$ cat src/rtl/mode_ctrl_arbiter_pkg.sv
// -----------------------------------------------------------------------------
// mode_ctrl_arbiter_pkg
// Shared definitions for the mode-control arbiter slice:
//   - state_t         : arbiter FSM states (IDLE, LOAD, RUN, HOLD)
//   - UP1/UP2/DN1/DN2 : CONTROL codes understood by the shared counter
//   - DEFAULT_QUANTUM : default maximum RUN cycles per grant
//   - wrap_inc()      : circular increment used for the round-robin pointer
// -----------------------------------------------------------------------------
package mode_ctrl_arbiter_pkg;

    typedef enum logic [1:0] {
        ST_IDLE = 2'b00,
        ST_LOAD = 2'b01,
        ST_RUN  = 2'b10,
        ST_HOLD = 2'b11
    } state_t;

    localparam logic [1:0] UP1 = 2'b00;
    localparam logic [1:0] UP2 = 2'b01;
    localparam logic [1:0] DN1 = 2'b10;
    localparam logic [1:0] DN2 = 2'b11;

    localparam int DEFAULT_QUANTUM = 4;

    // (idx + 1) mod n without a divider.
    function automatic int wrap_inc(input int idx, input int n);
        return (idx + 1 >= n) ? 0 : idx + 1;
    endfunction

endpackage

$ cat src/rtl/mode_ctrl_arbiter_if.sv
// -----------------------------------------------------------------------------
// mode_ctrl_arbiter_if
// Bundle between the requesters/counter side and the arbiter.
//   master : requester/counter side (drives req*, winner, loser, gameover)
//   slave  : arbiter side (drives gnt, control, init, load, busy, evt_*)
// Signals:
//   req       [N_REQ]     request level per requester
//   req_ctrl  [2*N_REQ]   requested CONTROL code per requester
//   req_init  [N_REQ]     requester wants a preload first
//   req_load  [4*N_REQ]   preload value per requester
//   winner/loser/gameover status pulses from the counter
//   gnt       [N_REQ]     one-hot grant
//   control   [2]         mode to the counter
//   init                  preload strobe
//   load      [4]         preload value
//   busy                  high in LOAD or RUN
//   evt_valid/evt_owner/evt_win  boundary-event report
// -----------------------------------------------------------------------------
interface mode_ctrl_arbiter_if #(
    parameter int N_REQ = 4
);
    localparam int IDX_W = (N_REQ > 1) ? $clog2(N_REQ) : 1;

    logic [N_REQ-1:0]   req;
    logic [2*N_REQ-1:0] req_ctrl;
    logic [N_REQ-1:0]   req_init;
    logic [4*N_REQ-1:0] req_load;
    logic               winner;
    logic               loser;
    logic               gameover;

    logic [N_REQ-1:0]   gnt;
    logic [1:0]         control;
    logic               init;
    logic [3:0]         load;
    logic               busy;
    logic               evt_valid;
    logic [IDX_W-1:0]   evt_owner;
    logic               evt_win;

    modport master (
        output req, req_ctrl, req_init, req_load, winner, loser, gameover,
        input  gnt, control, init, load, busy, evt_valid, evt_owner, evt_win
    );

    modport slave (
        input  req, req_ctrl, req_init, req_load, winner, loser, gameover,
        output gnt, control, init, load, busy, evt_valid, evt_owner, evt_win
    );

endinterface

$ cat src/rtl/mode_ctrl_arbiter_rr_pick.sv
// -----------------------------------------------------------------------------
// mode_ctrl_arbiter_rr_pick
// Combinational round-robin picker: returns the first set bit of req at or
// after rr_ptr, wrapping circularly.
// Ports:
//   req    [N_REQ]  request vector
//   rr_ptr [IDX_W]  search start index
//   idx    [IDX_W]  selected index (0 when nothing found)
//   found           at least one request is set
// -----------------------------------------------------------------------------
module mode_ctrl_arbiter_rr_pick #(
    parameter int N_REQ = 4,
    parameter int IDX_W = (N_REQ > 1) ? $clog2(N_REQ) : 1
) (
    input  logic [N_REQ-1:0] req,
    input  logic [IDX_W-1:0] rr_ptr,
    output logic [IDX_W-1:0] idx,
    output logic             found
);

    logic [IDX_W-1:0] cand;

    // Walk candidates in priority order starting at rr_ptr; the first hit wins.
    always_comb begin
        idx   = '0;
        found = 1'b0;
        cand  = '0;
        for (int i = 0; i < N_REQ; i++) begin
            cand = IDX_W'((int'(rr_ptr) + i) % N_REQ);
            if (!found && req[cand]) begin
                idx   = cand;
                found = 1'b1;
            end
        end
    end

endmodule

$ cat src/rtl/mode_ctrl_arbiter.sv
// -----------------------------------------------------------------------------
// mode_ctrl_arbiter
// Round-robin arbiter granting N_REQ requesters time-sliced ownership of a
// shared up/down counter. An owner optionally preloads the counter (LOAD, one
// cycle) and then drives its CONTROL code for up to QUANTUM cycles (RUN).
// WINNER/LOSER end the slice early and are reported as a one-cycle event;
// GAMEOVER forces a one-cycle HOLD and restarts round-robin search at 0.
// Ports:
//   clk   rising-edge clock
//   rst   asynchronous active-high reset
//   bus   mode_ctrl_arbiter_if.slave (requests, counter status, grant outputs)
// All outputs are registered.
// -----------------------------------------------------------------------------
module mode_ctrl_arbiter
    import mode_ctrl_arbiter_pkg::*;
#(
    parameter int N_REQ   = 4,
    parameter int QUANTUM = DEFAULT_QUANTUM
) (
    input  logic                  clk,
    input  logic                  rst,
    mode_ctrl_arbiter_if.slave    bus
);

    localparam int         IDX_W    = (N_REQ > 1) ? $clog2(N_REQ) : 1;
    localparam logic [3:0] RUN_LAST = 4'(QUANTUM - 1);

    state_t           state;
    logic [IDX_W-1:0] owner;
    logic [IDX_W-1:0] rr_ptr;
    logic [1:0]       owner_ctrl;
    logic [3:0]       run_cnt;

    logic [IDX_W-1:0] pick_idx;
    logic             pick_found;
    logic [1:0]       pick_ctrl;
    logic [3:0]       pick_load;
    logic             pick_init;
    logic             run_exit;
    logic             status_hit;

    mode_ctrl_arbiter_rr_pick #(
        .N_REQ (N_REQ),
        .IDX_W (IDX_W)
    ) rr_pick (
        .req    (bus.req),
        .rr_ptr (rr_ptr),
        .idx    (pick_idx),
        .found  (pick_found)
    );

    function automatic logic [N_REQ-1:0] to_onehot(input logic [IDX_W-1:0] i);
        logic [N_REQ-1:0] v;
        v    = '0;
        v[i] = 1'b1;
        return v;
    endfunction

    // Per-requester fields of the candidate picked this cycle.
    always_comb begin
        pick_ctrl = UP1;
        pick_load = 4'h0;
        pick_init = 1'b0;
        for (int i = 0; i < N_REQ; i++) begin
            if (pick_idx == IDX_W'(i)) begin
                pick_ctrl = bus.req_ctrl[2*i +: 2];
                pick_load = bus.req_load[4*i +: 4];
                pick_init = bus.req_init[i];
            end
        end
    end

    assign status_hit = bus.winner | bus.loser;

    // The cycle in which any exit condition holds is the last RUN cycle.
    assign run_exit = (run_cnt == RUN_LAST) || !bus.req[owner] || status_hit;

    always_ff @(posedge clk or posedge rst) begin
        if (rst) begin
            state         <= ST_IDLE;
            owner         <= '0;
            rr_ptr        <= '0;
            owner_ctrl    <= UP1;
            run_cnt       <= 4'h0;
            bus.gnt       <= '0;
            bus.control   <= UP1;
            bus.init      <= 1'b0;
            bus.load      <= 4'h0;
            bus.busy      <= 1'b0;
            bus.evt_valid <= 1'b0;
            bus.evt_owner <= '0;
            bus.evt_win   <= 1'b0;
        end else begin
            // Status is only meaningful while an owner holds the counter.
            if ((state == ST_LOAD || state == ST_RUN) && status_hit) begin
                bus.evt_valid <= 1'b1;
                bus.evt_owner <= owner;
                bus.evt_win   <= bus.winner;
            end else begin
                bus.evt_valid <= 1'b0;
            end

            if (bus.gameover) begin
                // GAMEOVER preempts everything, from any state.
                state    <= ST_HOLD;
                bus.gnt  <= '0;
                bus.init <= 1'b0;
                bus.busy <= 1'b0;
                rr_ptr   <= '0;
                run_cnt  <= 4'h0;
            end else begin
                case (state)
                    ST_IDLE: begin
                        if (pick_found) begin
                            owner      <= pick_idx;
                            owner_ctrl <= pick_ctrl;
                            bus.gnt    <= to_onehot(pick_idx);
                            bus.busy   <= 1'b1;
                            run_cnt    <= 4'h0;
                            if (pick_init) begin
                                state    <= ST_LOAD;
                                bus.init <= 1'b1;
                                bus.load <= pick_load;
                            end else begin
                                state       <= ST_RUN;
                                bus.control <= pick_ctrl;
                            end
                        end else begin
                            bus.gnt <= '0;
                        end
                    end

                    ST_LOAD: begin
                        state       <= ST_RUN;
                        bus.init    <= 1'b0;
                        bus.control <= owner_ctrl;
                        run_cnt     <= 4'h0;
                    end

                    ST_RUN: begin
                        if (run_exit) begin
                            // Drop to IDLE for one cycle so owners never overlap.
                            state    <= ST_IDLE;
                            bus.gnt  <= '0;
                            bus.busy <= 1'b0;
                            rr_ptr   <= IDX_W'(wrap_inc(int'(owner), N_REQ));
                            run_cnt  <= 4'h0;
                        end else begin
                            run_cnt <= run_cnt + 4'd1;
                        end
                    end

                    ST_HOLD: begin
                        state <= ST_IDLE;
                    end

                    default: begin
                        state <= ST_IDLE;
                    end
                endcase
            end
        end
    end

endmodule

$ cat src/flat_wrapper.sv
// flat-port wrapper written by rule: the top's interface ports become plain ports
module mode_ctrl_arbiter_flat import mode_ctrl_arbiter_pkg::*;
#(
    parameter int N_REQ   = 4,
    parameter int QUANTUM = DEFAULT_QUANTUM
)
  (clk, rst, bus_req, bus_req_ctrl, bus_req_init, bus_req_load, bus_winner, bus_loser, bus_gameover, bus_gnt, bus_control, bus_init, bus_load, bus_busy, bus_evt_valid, bus_evt_owner, bus_evt_win);
  mode_ctrl_arbiter_if #(.N_REQ(N_REQ)) bus_i ();
  input  logic clk;
  input  logic rst;
  input wire logic [$bits(bus_i.req)-1:0] bus_req;
  input wire logic [$bits(bus_i.req_ctrl)-1:0] bus_req_ctrl;
  input wire logic [$bits(bus_i.req_init)-1:0] bus_req_init;
  input wire logic [$bits(bus_i.req_load)-1:0] bus_req_load;
  input wire logic [$bits(bus_i.winner)-1:0] bus_winner;
  input wire logic [$bits(bus_i.loser)-1:0] bus_loser;
  input wire logic [$bits(bus_i.gameover)-1:0] bus_gameover;
  output wire logic [$bits(bus_i.gnt)-1:0] bus_gnt;
  output wire logic [$bits(bus_i.control)-1:0] bus_control;
  output wire logic [$bits(bus_i.init)-1:0] bus_init;
  output wire logic [$bits(bus_i.load)-1:0] bus_load;
  output wire logic [$bits(bus_i.busy)-1:0] bus_busy;
  output wire logic [$bits(bus_i.evt_valid)-1:0] bus_evt_valid;
  output wire logic [$bits(bus_i.evt_owner)-1:0] bus_evt_owner;
  output wire logic [$bits(bus_i.evt_win)-1:0] bus_evt_win;
  assign bus_i.req = bus_req;
  assign bus_i.req_ctrl = bus_req_ctrl;
  assign bus_i.req_init = bus_req_init;
  assign bus_i.req_load = bus_req_load;
  assign bus_i.winner = bus_winner;
  assign bus_i.loser = bus_loser;
  assign bus_i.gameover = bus_gameover;
  assign bus_gnt = bus_i.gnt;
  assign bus_control = bus_i.control;
  assign bus_init = bus_i.init;
  assign bus_load = bus_i.load;
  assign bus_busy = bus_i.busy;
  assign bus_evt_valid = bus_i.evt_valid;
  assign bus_evt_owner = bus_i.evt_owner;
  assign bus_evt_win = bus_i.evt_win;
  mode_ctrl_arbiter #(.N_REQ(N_REQ), .QUANTUM(QUANTUM)) u_core (.clk(clk), .rst(rst), .bus(bus_i));
endmodule
$ cat config.mk
export PLATFORM = sky130hd
export DESIGN_NAME = mode_ctrl_arbiter_flat
export DESIGN_NICKNAME = d
export VERILOG_FILES = /design/src/rtl/mode_ctrl_arbiter_pkg.sv /design/src/rtl/mode_ctrl_arbiter_if.sv /design/src/rtl/mode_ctrl_arbiter_rr_pick.sv /design/src/rtl/mode_ctrl_arbiter.sv /design/src/flat_wrapper.sv
export SDC_FILE = /design/constraint.sdc
export NUM_CORES = 1
export LEC_CHECK = 0
export ABC_CLOCK_PERIOD_IN_PS = 4800
export BUFFER_PORTS_ARGS = -buffer_cell sky130_fd_sc_hd__buf_2
export CORE_AREA = 2 2 60 62
export DETAILED_ROUTE_END_ITERATION = 10
export DIE_AREA = 0 0 62 64
export HOLD_SLACK_MARGIN = 0.1
export PLACE_DENSITY = 0.84
export SLEW_MARGIN = 20
export SYNTH_ARGS = -nofsm -noshare
export SYNTH_HDL_FRONTEND = slang
export SYNTH_SLANG_ARGS = --single-unit
$ cat constraint.sdc
create_clock -name clk -period 4.8 [get_ports clk]
set_input_delay 1.44 -clock clk [delete_from_list [all_inputs] [get_ports clk]]
set_output_delay 1.44 -clock clk [all_outputs]
set_load 0.01 [all_outputs]
==> summary.txt, run 1 <==
Slew headroom -> 36.0%
routability cong. -> 0.839
worst reg2reg endpoint -> u_core.bus.load[0]$_DFFE_PP0P_
Core Area -> 0.00328 mm^2
clk buf depth -> 2
drt drc -> 0
cell taking the most area after synthesis -> dfrtp_1
CP Data Required Time -> 5040 ps
clock slew at reported path FFs -> 150 ps
initial core utilization -> 53.9%
CTS tree -> built
final wirelength -> 4.05 mm
CP peak stage delay -> 530 ps
Yosys top cell area share -> 39.6%
Cell Chain, Critical Path -> buf_2 > and2b_4 > or4b_4 > nand2_2 > nand3_2 > a31oi_1 > mux2_2
critical path startpoint -> bus_req[2]
CTS Sinks -> 28
CP Max Fanout -> 15
GRT Residual Overflow -> 0
Post-DP HPWL -> 3.17 mm
pin count of the biggest net entering global routing -> 29
Setup Skew -> 4.20 ps
Synth Flop Type -> dfrtp_1
synthesized area per cell -> 10.1 um^2
Synth async-reset ratio -> 100%
layout cells sized above 1 -> 37.4%
Hold/Removal Path Class -> flip-flop to flip-flop
crit start category -> primary input
antenna violations before repair -> 0
post-layout util -> 64.8%
Post-CTS Setup Bufs -> 0
Crit. path cell count -> 7
NetSw -> 331 uW
fin crit share -> 66.3%
Logic pwr share -> 44.5%
Reg2Reg Setup Slack -> 2270 ps
Worst VDD drop -> 245 uV
post-synthesis sequential area ratio -> 39.6%
Place WS -> 1240 ps
Nets -> 274
YS warnings -> 0
maxcap violations -> 0
vias -> 1533
Worst Setup EP -> u_core.bus.control[0]$_DFFE_PP0P_
Final WS setup -> 1620 ps
setup TNS -> 0 ps
num rows -> 21
critical path arrival -> 3430 ps
Crit. End Element -> flip-flop
DIE WIDTH -> 62 um
Pre-antenna DRT Iters -> 4
Root Buffer Master -> clkbuf_4
hold_buf cts -> 0
Post-Syn Instances -> 176
Crit-path slowest cell -> or4b_4
critical path type -> primary input to flip-flop
Hold Vio Cnt, Final -> 0
count of different cell masters after synthesis -> 48
reg2reg path depth -> 5
post-layout min period -> 3180 ps
PortBufs -> 52
Final setup viols -> 0
area of the die -> 0.00397 mm^2
Routed WL per cell -> 14.7 um
vias per inst -> 5.55
TritonCTS Buffers -> 3
H-Tree Depth -> 1
Cells after DPL -> 272
Crit path max-delay family -> simple AND/OR/NAND/NOR gates
top-count cell post-synth -> dfrtp_1
register share of total power -> 38.3%
Syn Nets -> 219
antenna diode count -> 0
antenna-violating nets left -> 0
Worst-Skew Late Latency -> 340 ps
post_cts resized -> 0
RSZ-0062 raised after global routing -> no
Post-Place Cell Area -> 0.00208 mm^2
Int Pwr -> 589 uW
Worst Tran Pin Value -> 958 ps
top cells by area, synth -> dfrtp_1 (40%), mux2i_1 (9.0%), mux2_2 (7.6%)
Post-Layout Inst Area -> 0.00213 mm^2
number of DRC markers in iteration 0 -> 74
Die Height -> 64 um
area growth from synthesis to layout -> 20.3%
first-pass GRT wire length -> 6.82 mm
Top-Level Pins -> 53
worst r2r src -> u_core.state[1]$_DFFE_PP0P_
number of enable flip-flop cells after synthesis -> 0
fmax -> 0.314 GHz
clock power share -> 17.2%
WP buf/inv -> 1
Synth Register Bits -> 28
Pins Over Slew Limit -> 0
non-filler cells, final -> 276
Synth top cells by count -> dfrtp_1 (28), nand2_1 (25), mux2i_1 (16)
vias in the first global route -> 1524
power per standard cell area -> 432 mW/mm^2
status -> finished, final reports clean
switch share -> 36.0%
Tot GR Track Use -> 23.1%
Leakage -> 0.00104 uW
Synth Cell Area -> 0.00177 mm^2
cell type report:
class | instances | area, um^2
fill | 269 | 1150
multi-input combinational | 139 | 1030
sequential | 28 | 701
timing repair buffer | 52 | 260
tap | 46 | 57.6
clock inverter | 1 | 30.0
inverter | 7 | 26.3
clock buffer | 3 | 22.5
worst min-delay path by stage:
stage | from | endpoint | depth (start not counted)
after floorplan | u_core.rr_ptr[0]$_DFFE_PP0P_ | u_core.rr_ptr[0]$_DFFE_PP0P_ | 2
after global placement | u_core.bus.gnt[3]$_DFFE_PP0P_ | u_core.bus.gnt[3]$_DFFE_PP0P_ | 2
after detailed placement | u_core.bus.gnt[1]$_DFFE_PP0P_ | u_core.bus.gnt[1]$_DFFE_PP0P_ | 2
after CTS | u_core.bus.gnt[1]$_DFFE_PP0P_ | u_core.bus.gnt[1]$_DFFE_PP0P_ | 2
after global routing | u_core.bus.evt_owner[0]$_DFFE_PP0P_ | u_core.bus.evt_owner[0]$_DFFE_PP0P_ | 1
final | u_core.bus.gnt[1]$_DFFE_PP0P_ | u_core.bus.gnt[1]$_DFFE_PP0P_ | 2
through the flow:
| stage | hold WS [ps] | total power, uW |
|---|---|---|
| final | 504 | 920 |
| after global routing | 546 | 983 |
| after CTS | 502 | 923 |
| after detailed placement | 470 | 765 |
| after global placement | 460 | 750 |
| after floorplan | 450 | 642 |
logic make-up after synthesis:
logic type / share of synthesized area [%]
flops: 39.6
simple gates: 19.6
compound gates: 15.3
mux: 18.2
buf+inv: 2.12
xor+xnor: 0.990
fa+ha+maj: 4.24
cells in the final DEF, fill, tap and decap left out, drive strengths merged, types with 3 or more instances in the layout:
cell    instances
or2             3
a21oi           7
nor2           14
nand2          26
nor2b           3
a31oi           3
inv             7
buf            52
dfrtp          28
o31ai           4
clkbuf          3
o21ai           6
mux2i          16
ha              6
mux2           12
nand3           7
and2            3
sequential cells by signal, summed over array words and instances, names as in the netlist, 2 cells and up:
signal,count
u_core.rr_ptr,2
u_core.state,2
u_core.bus.control,2
u_core.bus.gnt,4
u_core.bus.load,4
u_core.bus.evt_owner,2
u_core.owner,2
u_core.run_cnt,4
u_core.owner_ctrl,2
tightest hold or removal path: stages, from the launching register on:
cell and delay, ps:
dfrtp_1 370, nand2_1 50, o31ai_1 60
layer usage:
layer | global-route usage, % | up-vias | part of all wire [%]
met5 | 0 | - | 0
met4 | 7.18 | 0 | 1.6
met3 | 2.83 | 5 | 4.7
met2 | 40.6 | 56 | 53
met1 | 28.4 | 724 | 40
li1 | - | 748 | -
power by group through the flow:
stage               Combinational [uW]  Sequential, uW  Clock (uW)
finish                             409             352         158
global route                       451             362         169
CTS                                412             353         159
detailed placement                 408             357           0
global placement                   394             355           0
floorplan                          271             371           0
(Power assumes the default switching activity.)
==> inputs of run 2 (changes only) <==
Settings changed: ABC_CLOCK_PERIOD_IN_PS 4800 to 2900, CORE_AREA 2 2 60 62 to 2 2 66 68, DIE_AREA 0 0 62 64 to 0 0 68 70, PLACE_DENSITY 0.84 to 0.73.
Clock period 4.8 ns to 2.9 ns, I/O delays scaled along.
==> run 2 against run 1 <==
  * Clock skew fell by 2.2 ps
  * Clock power is 57% higher
  * Register-to-register slack worse by 1500 ps
  * Combinational power increased by 71%
  * Die area is 20% higher
  * Non-clock buffer count is 6 higher
  * Worst setup slack got worse by 1200 ps
  * Final area increased by 3.2%
  * Hold slack worse by 11 ps
  * Largest cell class unchanged
  * Highest routed layer unchanged
==> summary.txt, run 2 (synthesized netlist as in run 1, its figures left out) <==
antenna violations before repair -> 0
Worst Tran Pin Value -> 601 ps
CTS Sinks -> 28
fmax -> 0.408 GHz
vias per inst -> 5.21
antenna diode count -> 0
setup TNS -> 0 ps
crit start category -> primary input
reg2reg path depth -> 7
area of the die -> 0.00476 mm^2
Crit path max-delay family -> simple AND/OR/NAND/NOR gates
Top-Level Pins -> 53
footprint of the multi-input gates -> 0.00103 mm^2
Tot GR Track Use -> 18.0%
TritonCTS Buffers -> 3
WHS Endpoint -> u_core.bus.gnt[3]$_DFFE_PP0P_
Tot Pwr -> 1530 uW
CTS tree -> built
worst r2r src -> u_core.rr_ptr[0]$_DFFE_PP0P_
Post-Place Cell Area -> 0.00214 mm^2
Pre-antenna DRT Iters -> 4
Hold Path Depth -> 2
maxcap violations -> 0
Crit. End Element -> flip-flop
H-Tree Depth -> 1
CP Data Required Time -> 3070 ps
routability cong. -> 0.837
FILL cells -> 395
Hold Vio Cnt, Final -> 0
Cell Chain, Critical Path -> buf_2 > and2b_1 > or4_4 > nand2_2 > buf_12 > mux2i_1 > a221oi_2 > mux2_2
Setup Skew -> 1.98 ps
RSZ-0062 raised after global routing -> no
Core Area -> 0.00414 mm^2
first-pass GRT wire length -> 6.67 mm
clk buf depth -> 2
antenna-violating nets left -> 0
WP buf/inv -> 2
Die Height -> 70 um
vias in the first global route -> 1504
area growth from synthesis to layout -> 24.1%
CP peak stage delay -> 500 ps
clock slew at reported path FFs -> 100 ps
power per standard cell area -> 696 mW/mm^2
Reg2Reg Setup Slack -> 740 ps
layout cells sized above 1 -> 38.6%
Leakage -> 0.00107 uW
status -> finished, final reports clean
Top Registers -> u_core.bus.gnt x4, u_core.bus.load x4, u_core.run_cnt x4
Cells after DPL -> 284
critical path arrival -> 2630 ps
CP Max Fanout -> 9
number of DRC markers in iteration 0 -> 68
Pins Over Slew Limit -> 0
DIE WIDTH -> 68 um
critical path type -> primary input to flip-flop
GRT Residual Overflow -> 0
fin crit share -> 84.6%
Worst VDD drop -> 325 uV
Crit-path slowest cell -> or4_4
Nets -> 280
Worst Min Path Start -> u_core.bus.gnt[3]$_DFFE_PP0P_
Sequential Area -> 701 um^2
pin count of the biggest net entering global routing -> 29
final wirelength -> 3.90 mm
post-layout min period -> 2450 ps
non-filler cells, final -> 288
Root Buffer Master -> clkbuf_8
initial core utilization -> 42.7%
Hold/Removal Path Class -> flip-flop to flip-flop
critical path startpoint -> bus_req[0]
num rows -> 24
Routed WL per cell -> 13.5 um
worst reg2reg endpoint -> u_core.bus.control[1]$_DFFE_PP0P_
post_cts resized -> 0
most frequent cells in the layout -> buf_2 (52), dfrtp_1 (28), nand2_1 (25), mux2i_1 (16)
drt drc -> 0
hold_buf cts -> 0
Post-CTS Setup Bufs -> 0
Post-Layout Inst Area -> 0.00220 mm^2
Final setup viols -> 0
Worst-Skew Late Latency -> 280 ps
Slew headroom -> 59.9%
PortBufs -> 52
most common cell after layout, fill and taps aside -> buf_2
vias -> 1500
Post-DP HPWL -> 3.03 mm
-- run 2: cell types whose count changed in the layout (fill, tap and decap cells not counted), sizes merged --
cell,before,now
clkbuf,3,4
buf,52,58
bufinv,1,0
-- run 2: layout make-up --
cell class,instances,share of cell area [%]
multi-input cells,139,47.0
repair buffers,58,14.5
clock buffers,4,2.51
flip-flops and latches,28,31.9
inverters,7,1.20
well taps,52,2.96
-- run 2: worst reg2reg max path: stages (launching register included) --
cell and delay [ps]:
dfrtp_1 380, and2b_4 200, or4b_4 530, nand2_2 130, buf_12 150, mux2i_1 290
a221oi_2 100, mux2_2 270
-- run 2: how the worst max path moves through the flow --
stage,endpoint,slack [ps],depth (start not counted)
2_1_floorplan,u_core.bus.init$_DFFE_PP0P_,370,6
3_3_place_gp,u_core.bus.init$_DFFE_PP0P_,200,7
3_5_place_dp,u_core.bus.control[1]$_DFFE_PP0P_,160,8
4_1_cts,u_core.bus.init$_DFFE_PP0P_,470,7
5_1_grt,u_core.owner_ctrl[1]$_DFFE_PP0P_,360,8
6_report,u_core.bus.control[1]$_DFFE_PP0P_,450,8
-- run 2: power by group --
group          internal [uW]  leakage (uW)  switching [uW]
Combinational            354      0.000690             347
Sequential               508      0.000356            72.1
Clock                    122     0.0000288             126
-- run 2: through the flow --
| step | hold slack [ps] | setup slack [ps] | utilization (%) |
|---|---|---|---|
| final | 492 | 447 | 53.0 |
| after global routing | 523 | 365 | 53.0 |
| after global placement | 455 | 198 | 51.7 |
| after CTS | 505 | 470 | 53.0 |
| after floorplan | 450 | 374 | - |
| after detailed placement | 482 | 164 | 51.7 |
-- run 2: routing by layer --
layer  vias to the layer above  share of wire, %  GRT usage [%]
met5                         -                 0              0
met4                         0               1.1           5.33
met3                         5               6.8           3.70
met2                        53                47           28.8
met1                       684                45           24.1
li1                        758                 -              -
